### src/rtl/lot_pkg.sv
// Shared types and sensor-vector encodings for the parking-lot gate arbiter.
package lot_pkg;

  typedef enum logic [1:0] {IDLE, GRANT_IN, GRANT_OUT, CLOSE} gate_state_t;
  typedef enum logic {DIR_IN, DIR_OUT} dir_t;

  // Sensor vectors are {outer_blk, inner_blk}.
  localparam logic [1:0] S_CLR  = 2'b00;
  localparam logic [1:0] S_OUT  = 2'b10;
  localparam logic [1:0] S_BOTH = 2'b11;
  localparam logic [1:0] S_IN   = 2'b01;

  // Vector expected at position idx of a passage; position 0 doubles as the final clear step.
  function automatic logic [1:0] seq_vec(input dir_t dir, input logic [1:0] idx);
    logic [1:0] v;
    case (idx)
      2'd0:    v = S_CLR;
      2'd1:    v = (dir == DIR_IN) ? S_OUT : S_IN;
      2'd2:    v = S_BOTH;
      default: v = (dir == DIR_IN) ? S_IN : S_OUT;
    endcase
    return v;
  endfunction

endpackage

### src/rtl/car_pass_detector.sv
// Tracks one car through the outer/inner sensor pair in the requested direction.
module car_pass_detector
  import lot_pkg::*;
(
  input  logic       clk,
  input  logic       reset_n,
  input  logic       enable,
  input  dir_t       dir,
  input  logic       outer_blk,
  input  logic       inner_blk,
  output logic       advance,
  output logic       done,
  output logic [1:0] dbg_step
);

  logic [1:0] step;
  logic [1:0] step_nxt;
  logic [1:0] vec;

  // A held vector keeps the step; anything but the next vector restarts the passage.
  always_comb begin
    vec      = {outer_blk, inner_blk};
    advance  = 1'b0;
    done     = 1'b0;
    step_nxt = 2'd0;
    if (enable) begin
      if (vec == seq_vec(dir, step + 2'd1)) begin
        advance  = 1'b1;
        done     = (step == 2'd3);
        step_nxt = step + 2'd1;
      end else if (vec == seq_vec(dir, step)) begin
        step_nxt = step;
      end
    end
  end

  always_ff @(posedge clk or negedge reset_n) begin
    if (!reset_n) step <= 2'd0;
    else          step <= step_nxt;
  end

  assign dbg_step = step;

endmodule

### src/rtl/lot_gate_arbiter.sv
// Shares one lot gate between entry and exit lanes, counts passing cars and tracks occupancy.
module lot_gate_arbiter
  import lot_pkg::*;
#(
  parameter int CAPACITY = 25,
  parameter int COUNT_W  = 5,
  parameter int TIMEOUT  = 8
) (
  input  logic               clk,
  input  logic               reset_n,
  input  logic               entry_req,
  input  logic               exit_req,
  input  logic               outer_blk,
  input  logic               inner_blk,
  output logic               gate_open,
  output logic               entry_grant,
  output logic               exit_grant,
  output logic               car_entered,
  output logic               car_exited,
  output logic               grant_abort,
  output logic [COUNT_W-1:0] occupancy,
  output logic               lot_full,
  output logic               lot_empty,
  output gate_state_t        dbg_state
);

  localparam int TW = $clog2(TIMEOUT);
  localparam logic [COUNT_W-1:0] CAP = COUNT_W'(CAPACITY);
  localparam logic [TW-1:0] IDLE_LAST = TW'(TIMEOUT - 1);

  gate_state_t        state, state_nxt;
  dir_t               last_served, last_nxt;
  logic [TW-1:0]      idle_cnt, idle_nxt;
  logic [COUNT_W-1:0] occ_nxt;
  logic               entered_nxt, exited_nxt, abort_nxt;
  logic               el_in, el_out;
  logic               det_en, det_adv, det_done;
  logic [1:0]         det_step;
  dir_t               det_dir;

  assign det_en  = (state == GRANT_IN) || (state == GRANT_OUT);
  assign det_dir = (state == GRANT_OUT) ? DIR_OUT : DIR_IN;
  assign el_in   = entry_req & ~lot_full;
  assign el_out  = exit_req & ~lot_empty;

  car_pass_detector u_det (
    .clk      (clk),
    .reset_n  (reset_n),
    .enable   (det_en),
    .dir      (det_dir),
    .outer_blk(outer_blk),
    .inner_blk(inner_blk),
    .advance  (det_adv),
    .done     (det_done),
    .dbg_step (det_step)
  );

  always_comb begin
    state_nxt   = state;
    last_nxt    = last_served;
    idle_nxt    = idle_cnt;
    occ_nxt     = occupancy;
    entered_nxt = 1'b0;
    exited_nxt  = 1'b0;
    abort_nxt   = 1'b0;
    case (state)
      IDLE: begin
        idle_nxt = '0;
        // Under contention the lane that was not served last wins.
        if (el_in && (!el_out || last_served == DIR_OUT)) begin
          state_nxt = GRANT_IN;
          last_nxt  = DIR_IN;
        end else if (el_out) begin
          state_nxt = GRANT_OUT;
          last_nxt  = DIR_OUT;
        end
      end
      GRANT_IN, GRANT_OUT: begin
        if (det_done) begin
          state_nxt = CLOSE;
          if (state == GRANT_IN) begin
            entered_nxt = 1'b1;
            if (occupancy != CAP) occ_nxt = occupancy + COUNT_W'(1);
          end else begin
            exited_nxt = 1'b1;
            if (occupancy != '0) occ_nxt = occupancy - COUNT_W'(1);
          end
        end else if (det_adv) begin
          idle_nxt = '0;
        end else if (det_step == 2'd0) begin
          if (idle_cnt == IDLE_LAST) begin
            abort_nxt = 1'b1;
            state_nxt = CLOSE;
          end else begin
            idle_nxt = idle_cnt + TW'(1);
          end
        end
      end
      default: state_nxt = IDLE;
    endcase
  end

  always_ff @(posedge clk or negedge reset_n) begin
    if (!reset_n) begin
      state       <= IDLE;
      last_served <= DIR_OUT;
      idle_cnt    <= '0;
      occupancy   <= '0;
      entry_grant <= 1'b0;
      exit_grant  <= 1'b0;
      gate_open   <= 1'b0;
      car_entered <= 1'b0;
      car_exited  <= 1'b0;
      grant_abort <= 1'b0;
    end else begin
      state       <= state_nxt;
      last_served <= last_nxt;
      idle_cnt    <= idle_nxt;
      occupancy   <= occ_nxt;
      entry_grant <= (state_nxt == GRANT_IN);
      exit_grant  <= (state_nxt == GRANT_OUT);
      gate_open   <= (state_nxt == GRANT_IN) || (state_nxt == GRANT_OUT);
      car_entered <= entered_nxt;
      car_exited  <= exited_nxt;
      grant_abort <= abort_nxt;
    end
  end

  assign lot_full  = (occupancy == CAP);
  assign lot_empty = (occupancy == '0);
  assign dbg_state = state;

endmodule

### config.mk
export PLATFORM = sky130hd
export DESIGN_NAME = lot_gate_arbiter
export DESIGN_NICKNAME = d
export VERILOG_FILES = /design/src/rtl/lot_pkg.sv /design/src/rtl/car_pass_detector.sv /design/src/rtl/lot_gate_arbiter.sv
export SDC_FILE = /design/constraint.sdc
export NUM_CORES = 1
export LEC_CHECK = 0
export BUFFER_PORTS_ARGS = -buffer_cell sky130_fd_sc_hd__buf_2
export CORE_ASPECT_RATIO = 1.1
export CORE_MARGIN = 2
export CORE_UTILIZATION = 50
export CTS_CLUSTER_DIAMETER = 150
export CTS_CLUSTER_SIZE = 24
export DETAILED_ROUTE_END_ITERATION = 8
export PLACE_DENSITY = 0.75
export SYNTH_ARGS = -nofsm -noshare
export SYNTH_HDL_FRONTEND = slang
export SYNTH_SLANG_ARGS = --single-unit
### constraint.sdc
create_clock -name clk -period 2.3 [get_ports clk]
set_input_delay 0.46 -clock clk [delete_from_list [all_inputs] [get_ports clk]]
set_output_delay 0.46 -clock clk [all_outputs]
set_load 0.01 [all_outputs]
==> results by group <==
Clock network
  • Clock-pin transition on the worst setup and hold timing paths: 110 ps
  • Post-CTS Hold Fix Bufs: 0
  • Clock Tree Root: clkbuf_4
  • CTS tree: built
  • Clock Sinks: 19
  • CTS HTree Levels: 1
  • CTS max path bufs: 2
  • Clock Latency Late Sink: just under 300 ps
  • Clock buffer count from CTS: 3

Pwr
  • Power Total: 1.79 mW
  • Leak pwr: 0.854 nW
  • Peak VDD IR: around 0.76 mV
  • Pwr Density: about 1100 mW/mm^2

Die
  • Die extent in y: ~58 um
  • Die span in x: about 53 um
  • Die area: about 0.003 sq mm
  • IO Count: 21
  • CORE AREA: 0.00250 sq mm
  • Starting Density: 0.529
  • Cell Rows: 19

Worst setup path
  • CP Class: reg2reg
  • CP endpoint kind: flop
  • CP bufs+invs: 2
  • Stages on the worst setup path: 10
  • Max stage delay on crit path: roughly 460 ps
  • Critical-path cell list: inv_4 -> ha_4 -> nor2_2 -> a22oi_2 -> xnor2_2 -> and2_4 -> mux2_4 -> a31o_1 -> ha_1 -> inv_1
  • Crit path launch type: flop
  • RR Startpoint: u_det.dbg_step[0]
  • Depth of the most critical reg-to-reg path: 10
  • Req. time, crit path: 2510 ps
  • Slowest-stage cell, CP: dfrtp_2
  • CP max FO: 4
  • Reg-to-reg slack, setup: 40 ps
  • FF-to-FF End: gate_open
  • Critical path arrival: about 2500 ps
  • Top delay family on crit path: flip-flops

Logic synthesis
  • Post-synthesis cell type count: 39
  • Yosys Warn Count: 0
  • Post-synth EDFFs: 0
  • Avg Inst Size Synth: ~10 sq um
  • Post-synth top flop: dfrtp_1
  • Ys async rst share: 1.00
  • Post-synthesis sequential area ratio: 0.361
  • Syn_nets: approximately 150
  • Ranking of synthesized cells by area: dfrtp_1 (34%), ha_1 (18%), xnor2_1 (4.6%), nand2_1 (3.4%), inv_1 (2.8%)
  • Area leader, netlist: dfrtp_1
  • Yosys top cell area share: 0.341
  • Cells after synthesis: between 100 and 150
  • Synthesized area: 0.00132 sq mm
  • Yosys reg bits: 19

Timing
  • Hold Vio Cnt, Final: 0
  • Worst Tran Pin Value: about 450 ps
  • Period utilisation layout: 0.981
  • Final Slew Violations: 0
  • Skew final: slightly above 4 ps
  • Max Clock Freq: between 0.4 and 0.5 GHz
  • Final setup fails: 0
  • Setup_tns: 0 ps
  • Slew HR: 0.701
  • Worst setup margin: about 45 ps
  • Tmin final: approximately 2300 ps

Placement
  • Post-DP HPWL: around 2100 um
  • Routability cong.: about 0.76
  • Port buffer count: 20
  • Place WS: -35.6 ps

Layout
  • Nets: roughly 190
  • N_diodes: 0
  • Area of the multi-input gates: roughly 880 sq um
  • Fillcell total: between 150 and 200
  • Layout cell share with drive strength beyond 1: 0.412
  • Seq. cell area: approximately 480 sq um
  • Most frequent cells in the layout: buf_2 (20), dfrtp_1 (15), buf_4 (15)
  • Synthesis-to-layout area growth: 28.2%
  • Commonest non-fill, non-tap cell in the layout: buf_2

Drt
  • WL final: between 3000 and 4000 um
  • DR vias/cell: between 5 and 6
  • Wire per inst: around 16 um
  • Pre-Repair DR Iteration Count: 4
  • Vias: 1098
  • Antenna viol nets, final: 0
  • DR DRC count: 0
  • Initial drt markers: 20

Run status
  • Outcome: complete, no violations

Hold path
  • Min-Delay Path Class: in2async

Global route
  • Gr usage total: 0.213
  • Vias in the first global route: 1157
  • Pin count of the biggest net entering global routing: 20
  • Initial antenna violation count: 0
  • Global-route wire length before repair: 4890 um
  • Gr ovfl total: 0

Run
  • Maxcap violations: 0
## cells by family after synthesis
group | count (synthesis) | share of synthesized area
and+or+nand+nor | 35 | 0.152
adders and majority gates | 20 | 0.195
buffers and inverters | 12 | 0.0398
AOI/OAI and AO/OA | 29 | 0.164
xor gates and xnor gates | 9 | 0.0597
DFF | 19 | 0.361
muxes | 3 | 0.0284
## registers in the layout, summed over array words and instances (netlist names), 2 cells and up
signal          cells
u_det.dbg_step      2
dbg_state           2
occupancy           5
idle_cnt            3
## how the worst max path moves through the flow
stage	startpoint	endpoint	slack [ps]
4_1_cts	u_det.dbg_step[0]	gate_open	3
5_1_grt	dbg_state[0]	gate_open	-20
3_5_place_dp	u_det.dbg_step[0]	gate_open	-40
3_3_place_gp	u_det.dbg_step[0]	gate_open	60
2_1_floorplan	dbg_state[0]	gate_open	10
6_report	u_det.dbg_step[0]	gate_open	40
## layer usage
layer	vias up	track usage	share of wire
met1	552	0.253	0.41
met4	0	0.0696	0.0046
met3	2	0.0335	0.025
li1	528	-	-
met2	16	0.384	0.56
met5	-	0	0
## final cells by class
class	instances	share of cell area
clock buffers	4	0.0155
flip-flops and latches	19	0.284
inverters	10	0.0251
well taps	31	0.0229
repair buffers	36	0.132
multi-input cells	96	0.520
## stage by stage
stage / instance area [sq um] / hold WS [ps] / util / instances
3_3_place_gp: 1510 / 422 / 0.606 / 185
5_1_grt: 1690 / 108 / 0.678 / 196
2_1_floorplan: 1320 / 164 / - / 127
3_5_place_dp: 1510 / 426 / 0.606 / 185
4_1_cts: 1560 / 99.3 / 0.626 / 192
6_report: 1690 / 90.6 / 0.678 / 196
## power by group
group | internal (mW) | leakage [nW] | total [mW] | switching (mW)
Clock | 0.0674 | 0.0150 | 0.172 | 0.105
Sequential | 0.424 | 0.246 | 0.499 | 0.0756
Combinational | 0.547 | 0.592 | 1.12 | 0.570
## synth_stat cells, types with 2 or more instances
cell type and number:
nor3b_1 2, o21ai_0 4, mux2_2 2, a311o_1 2
dfrtp_1 18, xnor2_1 7, o31ai_1 2, ha_1 19
nor4b_2 2, inv_1 10, a21o_1 3, a211oi_1 2
nand4_1 2, and3_2 2, a31oi_1 2, a21oi_1 4
nand2_1 12, a31o_1 3, nor2_1 3, xor2_1 2
nand3_1 6
## timing repair
item                       in CTS  in global routing
buffers inserted                3                  4
setup endpoints to repair       1                  5
hold endpoints to repair        0                  0
pin swaps                       1                  5
gates resized for setup         1                 22
Note: power is estimated with default switching activity, not from simulation.
